<file path="config.mk">
export PLATFORM = sky130hd
export DESIGN_NAME = rr_lock_arbiter
export DESIGN_NICKNAME = d
export VERILOG_FILES = /design/src/rtl/rr_lock_arbiter.sv
export SDC_FILE = /design/constraint.sdc
export NUM_CORES = 1
export LEC_CHECK = 0
export CORE_MARGIN = 1
export CORE_UTILIZATION = 50
export CTS_BUF_LIST = sky130_fd_sc_hd__clkbuf_8
export DETAILED_ROUTE_END_ITERATION = 12
export PLACE_DENSITY = 0.8
export SKIP_CTS_REPAIR_TIMING = 1
export SLEW_MARGIN = 10
export SYNTH_ARGS = -nofsm -noshare
export SYNTH_HDL_FRONTEND = slang
export SYNTH_SLANG_ARGS = --single-unit
</file>
<file path="constraint.sdc">
create_clock -name CLK -period 5.45 [get_ports CLK]
set_input_delay 1.09 -clock CLK [delete_from_list [all_inputs] [get_ports CLK]]
set_output_delay 1.09 -clock CLK [all_outputs]
set_load 0.01 [all_outputs]
</file>
<file path="src/rtl/rr_lock_arbiter.sv">
// rtl/rr_lock_arbiter.sv - round-robin arbiter with wormhole packet lock (optional watchdog: RR_WATCHDOG_EN)
module rr_lock_arbiter #(
    parameter int NR     = 5,
    parameter int IDW    = (NR > 1) ? $clog2(NR) : 1,
    parameter int TO_CYC = 16
) (
    input  logic           CLK,
    input  logic           RST,
    input  logic [NR-1:0]  REQ,
    input  logic           ADV,
    input  logic           TAIL,
    output logic [NR-1:0]  GRT,
    output logic [IDW-1:0] GRT_ID,
    output logic           LOCKED,
    output logic           ERR
);

    typedef enum logic {
        S_IDLE = 1'b0,
        S_LOCK = 1'b1
    } state_t;

    state_t         state;
    state_t         state_nxt;
    logic [IDW-1:0] ptr;
    logic [IDW-1:0] ptr_nxt;
    logic [IDW-1:0] owner;
    logic [IDW-1:0] owner_nxt;

    logic [NR-1:0]   grt;
    logic [IDW-1:0]  grt_id;
    logic            xfer;
    logic [2*NR-1:0] req_dbl;
    logic            found;
    int              idx;

    // Successor index with wrap; for NR=1 this is always 0.
    function automatic logic [IDW-1:0] next_idx(input logic [IDW-1:0] i);
        if (int'(i) >= NR - 1) begin
            return '0;
        end
        return i + IDW'(1);
    endfunction

`ifdef RR_WATCHDOG_EN
    localparam int WDW = $clog2(TO_CYC + 1);
    logic [WDW-1:0] wd;
    logic [WDW-1:0] wd_nxt;
    logic           err_q;
    logic           err_nxt;
`endif

    // Zero-latency grant: owner-only while locked, rotating search from ptr while idle.
    always_comb begin
        grt     = '0;
        grt_id  = '0;
        found   = 1'b0;
        idx     = 0;
        req_dbl = {REQ, REQ};
        if (RST) begin
            grt    = '0;
            grt_id = '0;
        end else if (state == S_LOCK) begin
            if (REQ[owner]) begin
                grt[owner] = 1'b1;
                grt_id     = owner;
            end
        end else begin
            // The doubled vector lets the search run past NR-1 without a modulo.
            for (int k = 0; k < NR; k++) begin
                idx = int'(ptr) + k;
                if (!found && req_dbl[idx]) begin
                    found  = 1'b1;
                    grt_id = (idx >= NR) ? IDW'(idx - NR) : IDW'(idx);
                end
            end
            if (found) begin
                grt[grt_id] = 1'b1;
            end
        end
    end

    assign GRT    = grt;
    assign GRT_ID = grt_id;
    assign xfer   = (|grt) & ADV;
    assign LOCKED = (state == S_LOCK);

    // Next-state logic: lock on a non-tail head, release and rotate on the tail.
    always_comb begin
        state_nxt = state;
        ptr_nxt   = ptr;
        owner_nxt = owner;
`ifdef RR_WATCHDOG_EN
        wd_nxt    = '0;
        err_nxt   = 1'b0;
`endif
        case (state)
            S_IDLE: begin
                if (xfer) begin
                    if (TAIL) begin
                        ptr_nxt = next_idx(grt_id);
                    end else begin
                        state_nxt = S_LOCK;
                        owner_nxt = grt_id;
                    end
                end
            end
            S_LOCK: begin
                if (xfer) begin
                    if (TAIL) begin
                        state_nxt = S_IDLE;
                        ptr_nxt   = next_idx(owner);
                    end
`ifdef RR_WATCHDOG_EN
                end else if (wd == WDW'(TO_CYC - 1)) begin
                    // Owner has stalled too long: drop the lock and flag it.
                    state_nxt = S_IDLE;
                    ptr_nxt   = next_idx(owner);
                    err_nxt   = 1'b1;
                end else begin
                    wd_nxt = wd + WDW'(1);
`endif
                end
            end
            default: begin
                state_nxt = S_IDLE;
            end
        endcase
    end

    // State registers with synchronous reset.
    always_ff @(posedge CLK) begin
        if (RST) begin
            state <= S_IDLE;
            ptr   <= '0;
            owner <= '0;
`ifdef RR_WATCHDOG_EN
            wd    <= '0;
            err_q <= 1'b0;
`endif
        end else begin
            state <= state_nxt;
            ptr   <= ptr_nxt;
            owner <= owner_nxt;
`ifdef RR_WATCHDOG_EN
            wd    <= wd_nxt;
            err_q <= err_nxt;
`endif
        end
    end

`ifdef RR_WATCHDOG_EN
    assign ERR = err_q;
`else
    assign ERR = 1'b0;
`endif

endmodule

</file>
## Word level (Yosys, flattened, before mapping)

Cells that the tools add are included.

- Input port bits: 9
- Flip-flop bits (word level): 7
- Output and inout bits: 10
- Word-level logic and storage cells: 125

- Eq/ne operators: 4
- Reduce and logical (&&, ||, !) cells: 13
- Bitwise logic cells: 3
- Magnitude comparators: 16
- $add $sub $neg: 11
- Muxes and demuxes: 75

Operators by type and width:

| kind | number |
|---|---|
| 3-bit 2-to-1 mux | 23 |
| 1-bit 2-to-1 mux | 38 |
| 4-bit by 5-bit less-than comparator with 1-bit output, second input constant | 4 |
| 5-bit 2-to-1 mux | 4 |
| 1-bit binary-select mux with 4-bit select | 4 |
| 4-bit by 3-bit greater-or-equal comparator with 1-bit output, second input constant | 4 |
| 3-bit subtractor, second input constant | 5 |
| 3-bit greater-or-equal comparator, second input constant | 3 |
| 3-bit by 2-bit adder with 4-bit output, second input constant | 2 |
| 3-bit by 4-bit less-than comparator with 1-bit output, second input constant | 2 |
| 3-bit by 1-bit adder with 3-bit output, second input constant | 2 |
| 1-bit binary-select mux with 3-bit select | 2 |
| 1-bit demux with 3-bit select | 2 |
| 3-bit by 1-bit greater-or-equal comparator with 1-bit output, second input constant | 2 |
| 1-bit logical AND | 6 |
| 2-bit inequality test, second input constant | 3 |
| 3-bit one-hot mux with 2 select lines | 1 |
| 3-bit by 5-bit less-than comparator with 1-bit output, second input constant | 1 |
| 5-bit OR reduction | 1 |
| 3-bit by 1-bit adder with 4-bit output, second input constant | 1 |
| 3-bit by 3-bit adder with 4-bit output, second input constant | 1 |
| 1-bit zero test | 4 |
| 4-bit AND reduction | 1 |
| 3-bit AND reduction | 1 |
| other kinds (4) | 5 |

## Depth between registers and ports, before layout

- Depth in word-level cells: 40
- Depth in mapped cells: 17
- Gate-level depth less buffers: 15

## Worst setup path before layout

Ideal clock, no wire load.

- Path type: reg2out
- Start: register ptr[0]
- End: output GRT[3]
- Cell stages (with the launch flop): 15
- Path buffers: 3
- Data arrival time: 3.291 ns
- Data required time: 4.360 ns
- Path slack: 1.069 ns
- Cell sequence: dfxtp_1 > buf_2 > inv_1 > ha_1 > ha_1 > buf_2 > mux4_2 > a2bb2oi_1 > a21boi_2 > nand4_1 > o21ai_1 > nor2_1 > buf_2 > nand4b_1 > a21oi_1

- Word-level cells in the longest chain between the ends: 32
- Elaborated cells on any way between the ends: 71
- Those cells by class: add/sub (9); order compare (7); mux (46); reduce/logical (9)

RTL lines:

| item | line | text |
|---|---|---|
| start, declared | 25 | `logic [IDW-1:0] ptr;` |
| start signal, assigned | 143 | `ptr <= ptr_nxt;` |
| branches (longest 29 deep; another with 3-bit by 1-bit adder with 4-bit output) | n/a |  |
| 5-bit 2-to-1 mux * | 77 | `if (found) begin` |
| 5-bit 2-to-1 mux * | 63 | `end else if (state == S_LOCK) begin` |
| 5-bit 2-to-1 mux * | 60 | `if (RST) begin` |
| end, declared | 12 | `output logic [NR-1:0] GRT,` |

Every way passes the cells marked *. The select of a mux whose other input is x is not followed.

## Worst setup path in the final report

- Start: input REQ[2]
- End: output GRT[3]

- Word-level cells in the longest chain between the ends: 32
- Elaborated cells on any way between the ends: 55
- Those cells by class: order compare (2); mux (44); reduce/logical (9)

RTL lines:

| item | line | text |
|---|---|---|
| start, declared | 9 | `input logic [NR-1:0] REQ,` |
| 1-bit binary-select mux with 3-bit select | 72 | `if (!found && req_dbl[idx]) begin` |
| 1-bit 2-to-1 mux (not written as such) | 72 |  |
| 1-bit 2-to-1 mux | 72 |  |
| 1-bit 2-to-1 mux | 63 |  |
| 1-bit 2-to-1 mux | 60 |  |
| 1-bit zero test | 72 |  |
| 1-bit logical AND | 72 |  |
| 1-bit 2-to-1 mux | 72 |  |
| (+16 left out) | n/a |  |
| 3-bit 2-to-1 mux | 60 |  |
| 3-bit by 4-bit less-than comparator with 1-bit output (not written as such) / 3-bit by 1-bit greater-or-equal comparator with 1-bit output (equally long branches) | 78 | `grt[grt_id] = 1'b1;` |
| 1-bit logical AND (not written as such) | 78 |  |
| 1-bit 2-to-1 mux (not written as such) | 78 |  |
| 1-bit demux with 3-bit select | 78 |  |
| 5-bit 2-to-1 mux | 77 |  |
| 5-bit 2-to-1 mux * | 63 |  |
| 5-bit 2-to-1 mux * | 60 |  |

Every way passes the cells marked *; elsewhere a longest branch is shown, timed or not. The select of a mux whose other input is x is not followed.

==> results.toml <==
[global_routing]
grt_max_degree = 28
track_usage_pct = 26.16
grtUsageMet1_pct = 37.76
grt_pass1_vias = 1572
busiest_layer = "met2"
met3_usage_pct = 3.151
grt_pass1_wl_mm = 7.341
grt.overflow.total = 0
grt_antenna_before_repair = 0
use_met2_pct = 38.98

[timing]
slew_viol_final = 0
max_freq_mhz = 191.8
worst_pin_slew_ns = 0.5212
fin_skew_ns = 0.004115
setup_viol = 0
rsz0062_at_grt = "no"
fin_crit_ns = 5.215
fin_crit_sh_pct = 95.69
setup_tns_ns = 0
max_slew_margin_pct = 65.13
finalHoldViolCount = 0

[cells_and_area]
diodes = 0
final_util_pct = 58.98
nFillCells = 308
drive_gt1_share_pct = 11.97
syn_to_final_growth_pct = 12.60
fin_nets = 256

[clock_network]
clk_latency_ns = 0.24
numCtsBuffers = 3
path_clk_slew_ns = 0.04
clk_path_buf_depth = 2
root_buffer = "clkbuf_8"
cts_tree = "built"
cts_sinks = 7
cts.htree.levels = 1

[synthesis]
avgSynthCellArea_um2 = 7.734
yosys_warnings = 0
synth-edff-count = 0
synth_nets = 247
ys.flop_type = "dfxtp_1"
netlist_area_um2 = 1748
ys_seq_area_share_pct = 8.017
async_flop_share_pct = 0
yosysUniqueCellTypes = 64
ys_ff_latch = 7
syn-instance-count = 226

[die]
ios = 19
die_area_um2 = 3736
floorplan.rows = 21
die-height_um = 61.13
initial_core_util_pct = 52.38
dieWidth_um = 61.13
coreArea_um2 = 3337

[power]
ir_drop_mv = 0.3574
power.density_nw_per_um2 = 701.6
p_leak_uw = 0.0007669

[setup_path]
crit_path_cell_trace = "clkdlybuf4s50_1 > mux4_2 > mux2i_4 > and2_1 > nand4_1 > or2_1 > nand2_1 > nand4b_1 > a21oi_1 > clkdlybuf4s50_1"
crit_slowest_cell = "mux4_2"
crit_path_frequent_cell = "clkdlybuf4s50_1"
start_kind = "primary input"
cp_max_fo = 10
critPathCaptureType = "output pin"
criticalPathCategory = "in2out"
cp.arrival_ns = 4.12
cp.required_ns = 4.36
cpPeakStageDelay_ns = 0.59

[placed_design]
place_congestion = 0.8186
hpwlAfterDp_mm = 3.313
port_buffers = 17

[worst_hold_path]
hold_path.class = "reg2reg"

[run_status]
status = "completed"

[detailed_routing]
drtPass1Iterations = 5
drc = 0
drt_iter0_markers = 154
final_antenna_net_count = 0
dr_total_vias = 1782
wirelength_mm = 4.466
vias_per_cell = 6.364
wl_per_cell_um = 15.95

[flow_run]
maxCapViolCount = 0
## metrics by stage
step                      instance area, um2  cells  hold WS [ns]  total power (uW)  worst slack, ns
after CTS                               1958    280        0.6341              1360           0.2036
after global placement                  1913    276        0.6063              1266           0.2785
after global routing                    1968    280        0.6576              1515          0.01912
final                                   1968    280        0.6329              1381           0.2351
after floorplan                         1748    226        0.6266              1019            1.069
after detailed placement                1913    276        0.6282              1278           0.2301
## synthesized netlist by cell type (3+ instances only)
cell type  number  area, um2
a2111oi_0       3      26.28
a211oi_1        8      60.06
a21oi_1        10      50.05
a31oi_1         4      25.02
and2_1          5      31.28
and3_1          3      18.77
buf_2           8      40.04
buf_4           3      22.52
clkbuf_1        5      18.77
dfxtp_1         7      140.1
ha_1           11      137.6
inv_1           9      33.78
mux2_2          4      45.04
mux2i_1        17      170.2
mux4_2          4      90.09
nand2_1        12      45.04
nand2b_1        5      31.28
nand3_1         3      15.01
nand3b_1        3      22.52
nand4_1         6      37.54
nor2_1         21      78.83
nor2b_1         5      31.28
nor3_1          3      15.01
o21a_1          3      22.52
o21ai_0        10      50.05
o22ai_1         3      18.77
o32a_1          4      40.04
xnor2_1         3      26.28
## worst paths after layout
check	startpoint	cells after the start	slack, ns	endpoint
setup / recovery	REQ[2]	10	0.24	GRT[3]
hold / removal	owner[0]	2	0.63	owner[0]
setup reg to reg	ptr[0]	15	1.44	ptr[2]
hold reg to reg	owner[0]	2	0.63	owner[0]
## where the power goes
part / total (uW) / internal (uW) / switching [uW]
logic: 1220 / 548 / 669
clock network: 74.4 / 48.9 / 25.4
registers: 89.2 / 67.5 / 21.7
## cell usage in the layout (no fill, tap or decap), drive strengths merged, types with 3 or more instances in the layout
cell type       n
clkdlybuf4s50  17
o22ai           4
or2             3
mux4            4
and2            6
xnor2           3
nor2b           5
nand4           6
and3            3
a31oi           4
buf             6
nand2          12
a2111oi         3
a21oi          10
inv            11
nor3            3
nor2           21
a211oi          8
dfxtp           7
nand3b          3
o32a            4
o21ai          11
o21a            3
mux2i          18
mux2            4
nand2b          5
nand3           3
clkbuf          3
ha             11
## worst max-delay path: cells and delay by family
kind / cells / cell delay [ns]
buf+inv: 2 / 1.12
simple gates: 5 / 0.93
mux: 2 / 0.84
compound gates: 1 / 0.14
## metal layers
layer / wire length (um) / vias up
met5: 0 / -
met4: 106 / 0
met3: 258 / 12
met2: 2041 / 74
met1: 2059 / 823
li1: - / 873
## logic make-up (layout without fill, tap and decap cells)
logic type	count (synthesis)	in the layout	share of synthesized area, %
AO/OA/AOI/OAI	70	70	30.35
other	1	1	0.2145
buffers and inverters	29	37	8.303
multiplexers	26	26	18.75
flip-flops	7	7	8.017
AND/OR/NAND/NOR	78	78	23.84
adder cells (fa/ha/maj)	12	12	9.019
XOR/XNOR	3	3	1.503
## final cells by class
cell class | count | area (um2) | area share (%)
multi-input cells | 190 | 1473 | 74.82
repair buffers | 23 | 215.2 | 10.93
flip-flops and latches | 7 | 140.1 | 7.120
well taps | 46 | 57.56 | 2.924
clock buffers | 3 | 41.29 | 2.098
inverters | 10 | 37.54 | 1.907
clock inverters | 1 | 3.754 | 0.1907
Power figures use the tool's default switching activity.
